**config.mk**
```make
export PLATFORM = sky130hd
export DESIGN_NAME = pipelined_carry_skip_adder
export DESIGN_NICKNAME = d
export VERILOG_FILES = /design/src/rtl/pipelined_carry_skip_adder.sv
export SDC_FILE = /design/constraint.sdc
export NUM_CORES = 1
export LEC_CHECK = 0
export ABC_AREA = 1
export BUFFER_PORTS_ARGS = -buffer_cell sky130_fd_sc_hd__buf_2
export CAP_MARGIN = 20
export CORE_MARGIN = 2
export CORE_UTILIZATION = 50
export CTS_CLUSTER_DIAMETER = 200
export DETAILED_ROUTE_END_ITERATION = 10
export PLACE_DENSITY_LB_ADDON = 0.12
export REMOVE_ABC_BUFFERS = 1
export SLEW_MARGIN = 20
export SYNTH_ARGS = -nofsm -noshare
export SYNTH_HDL_FRONTEND = slang
export SYNTH_SLANG_ARGS = --single-unit
```
**constraint.sdc**
```tcl
create_clock -name clk -period 4.34 [get_ports clk]
set_input_delay 1.085 -clock clk [delete_from_list [all_inputs] [get_ports clk]]
set_output_delay 1.085 -clock clk [all_outputs]
set_load 0.02 [all_outputs]
```
**src/rtl/pipelined_carry_skip_adder.sv**
```systemverilog
`default_nettype none
// +----------------------------------------------------------------------------+
// | pipelined_carry_skip_adder                                                 |
// | Add/subtract resolved one carry-skip block per stage; skip stats + count.  |
// | Rev 1.0                                                                    |
// +----------------------------------------------------------------------------+
module pipelined_carry_skip_adder #(
  parameter int WIDTH = 16,
  parameter int BLOCK = 4,
  parameter int CNT_W = 16
) (
  input  logic                   clk,
  input  logic                   rst,
  input  logic                   in_valid,
  output logic                   in_ready,
  input  logic [WIDTH-1:0]       a,
  input  logic [WIDTH-1:0]       b,
  input  logic                   cin,
  input  logic                   sub,
  output logic                   out_valid,
  input  logic                   out_ready,
  output logic [WIDTH-1:0]       sum,
  output logic                   cout,
  output logic                   ovf,
  output logic [WIDTH/BLOCK-1:0] skip_mask,
  output logic [CNT_W-1:0]       skip_cnt,
  input  logic                   cnt_clr
);

  localparam int c_NBLK = WIDTH / BLOCK;
  localparam int c_PCW  = $clog2(c_NBLK + 1);

  // Stage k register holds the beat after block k has been resolved.
  logic              r_vld [c_NBLK];
  logic [WIDTH-1:0]  r_a   [c_NBLK-1];
  logic [WIDTH-1:0]  r_b   [c_NBLK-1];
  logic [WIDTH-1:0]  r_sum [c_NBLK];
  logic              r_c   [c_NBLK];
  logic [c_NBLK-1:0] r_p   [c_NBLK];
  logic              r_ovf;
  logic [CNT_W-1:0]  r_cnt;

  logic              w_src_vld [c_NBLK];
  logic [WIDTH-1:0]  w_src_a   [c_NBLK];
  logic [WIDTH-1:0]  w_src_b   [c_NBLK];
  logic [WIDTH-1:0]  w_src_sum [c_NBLK];
  logic              w_src_c   [c_NBLK];
  logic [c_NBLK-1:0] w_src_p   [c_NBLK];
  logic [BLOCK:0]    w_blk     [c_NBLK];
  logic              w_pk      [c_NBLK];
  logic              w_ck      [c_NBLK];
  logic [WIDTH-1:0]  w_nsum    [c_NBLK];
  logic [c_NBLK-1:0] w_np      [c_NBLK];
  logic              w_adv;
  logic              w_fire_out;
  logic              w_cmsb;
  logic [c_PCW-1:0]  w_pop;
  logic [CNT_W:0]    w_cnt_sum;

  always_comb begin
    w_adv      = !r_vld[c_NBLK-1] || out_ready;
    w_fire_out = r_vld[c_NBLK-1] && out_ready;

    w_src_vld[0] = in_valid;
    w_src_a[0]   = a;
    w_src_b[0]   = sub ? ~b : b;
    w_src_sum[0] = '0;
    w_src_c[0]   = sub | cin;
    w_src_p[0]   = '0;
    for (int k = 1; k < c_NBLK; k++) begin
      w_src_vld[k] = r_vld[k-1];
      w_src_a[k]   = r_a[k-1];
      w_src_b[k]   = r_b[k-1];
      w_src_sum[k] = r_sum[k-1];
      w_src_c[k]   = r_c[k-1];
      w_src_p[k]   = r_p[k-1];
    end

    for (int k = 0; k < c_NBLK; k++) begin
      w_blk[k] = {1'b0, w_src_a[k][k*BLOCK +: BLOCK]}
               + {1'b0, w_src_b[k][k*BLOCK +: BLOCK]}
               + {{BLOCK{1'b0}}, w_src_c[k]};
      w_pk[k]  = &(w_src_a[k][k*BLOCK +: BLOCK] ^ w_src_b[k][k*BLOCK +: BLOCK]);
      // An all-propagate block passes its carry-in straight through.
      w_ck[k]  = w_pk[k] ? w_src_c[k] : w_blk[k][BLOCK];
      w_nsum[k] = w_src_sum[k];
      w_nsum[k][k*BLOCK +: BLOCK] = w_blk[k][BLOCK-1:0];
      w_np[k] = w_src_p[k];
      w_np[k][k] = w_pk[k];
    end

    w_cmsb = w_src_a[c_NBLK-1][WIDTH-1] ^ w_src_b[c_NBLK-1][WIDTH-1]
           ^ w_blk[c_NBLK-1][BLOCK-1];

    w_pop = '0;
    for (int k = 0; k < c_NBLK; k++) begin
      w_pop = w_pop + c_PCW'(r_p[c_NBLK-1][k]);
    end
    w_cnt_sum = {1'b0, r_cnt} + (CNT_W+1)'(w_pop);
  end

  always_ff @(posedge clk or posedge rst) begin
    if (rst) begin
      for (int k = 0; k < c_NBLK; k++) begin
        r_vld[k] <= 1'b0;
        r_sum[k] <= '0;
        r_c[k]   <= 1'b0;
        r_p[k]   <= '0;
      end
      for (int k = 0; k < c_NBLK-1; k++) begin
        r_a[k] <= '0;
        r_b[k] <= '0;
      end
      r_ovf <= 1'b0;
    end else if (w_adv) begin
      for (int k = 0; k < c_NBLK; k++) begin
        r_vld[k] <= w_src_vld[k];
        // Bubbles leave the data registers untouched.
        if (w_src_vld[k]) begin
          r_sum[k] <= w_nsum[k];
          r_c[k]   <= w_ck[k];
          r_p[k]   <= w_np[k];
        end
      end
      for (int k = 0; k < c_NBLK-1; k++) begin
        if (w_src_vld[k]) begin
          r_a[k] <= w_src_a[k];
          r_b[k] <= w_src_b[k];
        end
      end
      if (w_src_vld[c_NBLK-1]) begin
        r_ovf <= w_cmsb ^ w_ck[c_NBLK-1];
      end
    end
  end

  always_ff @(posedge clk or posedge rst) begin
    if (rst) begin
      r_cnt <= '0;
    end else if (cnt_clr) begin
      r_cnt <= '0;
    end else if (w_fire_out) begin
      r_cnt <= w_cnt_sum[CNT_W] ? {CNT_W{1'b1}} : w_cnt_sum[CNT_W-1:0];
    end
  end

  assign in_ready  = w_adv;
  assign out_valid = r_vld[c_NBLK-1];
  assign sum       = r_sum[c_NBLK-1];
  assign cout      = r_c[c_NBLK-1];
  assign ovf       = r_ovf;
  assign skip_mask = r_p[c_NBLK-1];
  assign skip_cnt  = r_cnt;

endmodule
`default_nettype wire

```
; Word level (Yosys, flattened, before mapping)
; Index checks and enable logic that the tools add are counted.
; Widths: inputs -> output; s select.
[totals]
reg_bits = 171
input_bits = 39
[classes]
n_bitwise = 9
n_mux = 8
n_reduce_logical = 12
add_sub_neg = 12
[op_table]
columns = cell, count
row1 = $mux 16, 4
row2 = $add 4x4->5, 4
row3 = $add 5x1->5, 4
row4 = $add 16x3->17, 1
row5 = $not 16->16, 1
row6 = $reduce_and 4->1, 4
row7 = $xor 4x4->4, 4
row8 = $reduce_and 2->1, 4
row9 = $mux 1, 4
row10 = $add 2x1->3, 1
row11 = $add 3x1->3, 1
row12 = $xor 1x1->1, 3
row13 = $add 1x1->2, 1
row14 = $reduce_bool 2->1, 1
row15 = $logic_and 1x1->1, 1
row16 = $logic_not 1->1, 1
row17 = $logic_or 1x1->1, 1
row18 = $or 1x1->1, 1

; Depth between registers and ports, before layout
[logic_depth]
word_depth = 7
mapped_depth = 14

; Least setup slack after synthesis
; Ideal clock, no wire load.
[synth_path]
kind = input port to flip-flop
startpoint = in sub
endpoint = reg r_c[3] in the netlist's numbering
t_required_ps = 4211
t_arrival_ps = 2858
cell_stages = 11
setup_slack_ps = 1353
n_path_buf = 2
path_cell_list = buf_2 > buf_4 > xor2_1 > fa_1 > fa_1 > nand2_1 > nand2_1 > a21oi_1 > a21oi_1 > o21ai_0 > o21ai_0
[synth_between]
elab_chain_cells = 4
[synth_lines]
columns = item, line_no
row1 = "start, declared", 19  ; input logic sub,
row2 = $mux 16, 66  ; w_src_b[0] = sub ? ~b : b;
row3 = $add 4x4->5 or $xor 4x4->4 (tied branches), "81, 83"
row4 = $add 5x1->5 or $reduce_and 4->1 (tied branches), "82, 83"
row5 = $mux 1 (*), 85  ; w_ck[k] = w_pk[k] ? w_src_c[k] : w_blk[k][BLOCK];
row6 = "end signal, assigned by index", 121  ; r_c[k] <= w_ck[k];
row7 = "end, declared", 38  ; logic r_c [c_NBLK];
; Mark *: on every way between the ends. The rest lies on a longest branch, timed or not.
; A chain may end at the register's enable or synchronous reset.

; Final worst setup path
; Ends and elaborated chain as after synthesis.

==> impl_metrics.yaml <==
synthesis:
  syn_area_mm2: 0.00610
  synth_most_common_cell: "nand2_1"
  synth_area_leaders: "dfrtp_1 (50%), nand2_1 (15%), o21ai_0 (6.4%), inv_1 (3.7%), fa_1 (3.6%)"
  syn_area_per_cell_um2: 8.83
  yosys.area.top_type_share_pct: 50.4
  synth_cell_types: 31
  synth_edf_count: 0
  async_flop_share_pct: 100
  ys.flop_type: "dfrtp_1"
  synthTopCellsByCount: "nand2_1 (244), dfrtp_1 (123), o21ai_0 (78)"
  yosys_warnings: 0
  ys_ff_latch: 123
  syn_inst: 691
  yosysTopAreaCell: "dfrtp_1"
  seq_area_frac_synth_pct: 50.4
power_and_ir_drop:
  p_comb_share_pct: 30.8
  pwr-share-clk_pct: 29.7
  p_leak_nw: 3.62
  intPower_w: 0.00282
  p_seq_share_pct: 39.5
  power_density_mw_per_mm2: 627
  p_sw_w: 0.00157
  ir_drop_mv: 0.240
  p_sw_share_pct: 35.8
timing:
  fmax_mhz: 353
  grt_setup_unrepaired: "no"
  min_period_over_period_pct: 65.2
  worst_pin_slew_ns: 0.946
  finalSetupTns_ns: 0
  fin_skew_ns: 0.00512
  whs_ns: 0.469
  slew_headroom_pct: 36.6
  period_minus_slack_ns: 2.83
  slew_viol_final: 0
  hold_viol: 0
  setup_viol_count_final: 0
detailed_routing:
  totalWireLength_um: 12000
  wl_per_cell_um: 13.2
  via_count: 4531
  via_per_inst: 4.98
  postRouteAntennaNets: 0
  firstDrtPassIters: 4
  drt_iter0_markers: 271
  remaining_drc_errors: 0
placed_design:
  dp_cells: 877
  place_hpwl_um: 8290
  portBuffers: 78
  placed_cell_area_mm2: 0.00645
  place.gp.congestion: 0.788
grt:
  grt_pass1_wl_um: 20700
  grt-ovfl-total: 0
  grt_pass1_vias: 4547
  grt_start_max_net_pins: 73
  antenna_found_initial: 0
  grt_use_total_pct: 20.1
critical_path:
  rr_endpoint: "skip_cnt[10]$_DFFE_PP0P_"
  max_stage_delay_ns: 0.42
  critical_path_buf_inv_count: 1
  worstPathRequired_ns: 4.60
  crit_slowest_cell: "fa_1"
  start_kind: "input pin"
  critPathLaunch: "sub"
  r2r_cells: 14
  r2r_setup_slack_ns: 1.71
  crit_family: "adder cells"
  cp_cell_sequence: "buf_2 > or2_2 > fa_1 > fa_1 > nand2_1 > nand2_1 > a21oi_1 > a21oi_1 > o21ai_0 > o21ai_0"
  crit_fanout: 17
  worstSetupPathType: "input pin to flop"
  worst_ep_arrival_time_ns: 3.09
  critPathCaptureType: "flop"
  r2r-start: "skip_mask[0]$_DFFE_PP0P_"
floorplan:
  core_area_mm2: 0.0120
  die-area_mm2: 0.0131
  pin_count: 79
  num_rows: 40
  die_y_um: 114
  start_util_pct: 51.0
  die_w_um: 114
min_path:
  holdCritStartpoint: "sum[11]$_DFFE_PP0P_"
  min_to: "sum[11]$_DFFE_PP0P_"
  hp-class: "flop to flop"
  worst_hold_path.num_cells: 2
clocking:
  cts_resized: 0
  post_cts_buffers: 0
  cts_hold_buffers: 0
  cts_root_buffer: "clkbuf_16"
  clockBufferDepth: 2
  clock_latency_ns: 0.41
  clkSlewWorstSetupHoldPaths_ns: 0.05
  numCtsBuffers: 17
  cts_tree: "done"
  htree_levels: 4
  cts_sinks: 123
finish:
  seqCellArea_mm2: 0.00308
  fill_cells: 1058
  final_area_mm2: 0.00701
  syn_to_final_growth_pct: 14.8
  diodes: 0
  multi_input_area_mm2: 0.00250
  final_util_pct: 58.6
  nNetsFinal: 816
  fin_cells: 909
  drive_gt1_share_pct: 19.7
run:
  drv_cap: 0
run_status:
  outcome: "completed"
## cells by family after synthesis
logic type               count (synthesis)  synth area share, %
buffers and inverters                  109                 8.59
XOR/XNOR                                24                 3.44
flip-flops                             123                 50.4
adder cells (fa/ha/maj)                 28                 7.09
AND/OR/NAND/NOR                        304                 21.7
AO/OA/AOI/OAI                          103                 8.71
## power by group through the flow
stage	logic, W	registers [W]	clock network (W)
3_5_place_dp	0.00137	0.00175	0
6_report	0.00135	0.00173	0.00130
2_1_floorplan	0.000862	0.00182	0
5_1_grt	0.00157	0.00178	0.00139
4_1_cts	0.00138	0.00174	0.00133
3_3_place_gp	0.00133	0.00174	0
## tightest hold or removal path, cell delays in order, from the launching register on
cell and delay (ns):
dfrtp_1 0.33, nand2_1 0.06, nand2_1 0.05
## per-layer routing
layer | track usage, % | vias to the layer above | wire, um
met5 | 0 | - | 0
met4 | 10.2 | 0 | 123
met3 | 4.13 | 9 | 400
met2 | 32.3 | 93 | 5770
met1 | 25.7 | 2163 | 5680
li1 | - | 2266 | -
## stage by stage
stage          worst slack, ns  power (W)
6_report                  1.51    0.00439
4_1_cts                   1.53    0.00444
2_1_floorplan          -0.0159    0.00268
3_3_place_gp              1.18    0.00307
3_5_place_dp              1.10    0.00312
5_1_grt                   1.35    0.00474
## cells in the final DEF, fill, tap and decap left out, drive strengths merged
cell type / instances
nand2: 250
a21oi: 8
dfrtp: 123
xnor2: 15
o211ai: 1
nand4: 8
nand3: 20
o21bai: 1
nor2: 19
buf: 83
nand3b: 2
clkbuf: 19
or2: 5
fa: 11
o21ai: 90
bufinv: 1
xor2: 9
a31oi: 3
clkinvlp: 3
ha: 17
inv: 64
clkinv: 10
## how the worst max path moves through the flow
| stage | slack (ns) | depth (start not counted) | endpoint |
|---|---|---|---|
| after floorplan | -0.02 | 1 | cout$_DFFE_PP0P_ |
| after global placement | 1.18 | 10 | r_c[3]$_DFFE_PP0P_ |
| after detailed placement | 1.10 | 10 | r_c[3]$_DFFE_PP0P_ |
| after CTS | 1.53 | 10 | r_c[3]$_DFFE_PP0P_ |
| after global routing | 1.35 | 10 | r_c[3]$_DFFE_PP0P_ |
| final | 1.51 | 10 | r_c[3]$_DFFE_PP0P_ |
## layout make-up
| type | count | area share [%] |
|---|---|---|
| Timing Repair Buffer | 83 | 6.29 |
| Inverter | 65 | 3.52 |
| Clock buffer | 19 | 6.46 |
| Tap cell | 147 | 2.62 |
| Multi-Input combinational cell | 459 | 35.7 |
| Sequential cell | 123 | 43.9 |
| Clock inverter | 13 | 1.45 |
## flip-flops by register name (all words and copies together), names as in the netlist
signal / count
r_a: 24
r_b: 24
r_sum: 24
skip_cnt: 16
sum: 16
r_p: 6
skip_mask: 4
r_c: 3
r_vld: 3
cout: 1
out_valid: 1
ovf: 1
No activity file was read; power rests on OpenSTA's default activity.
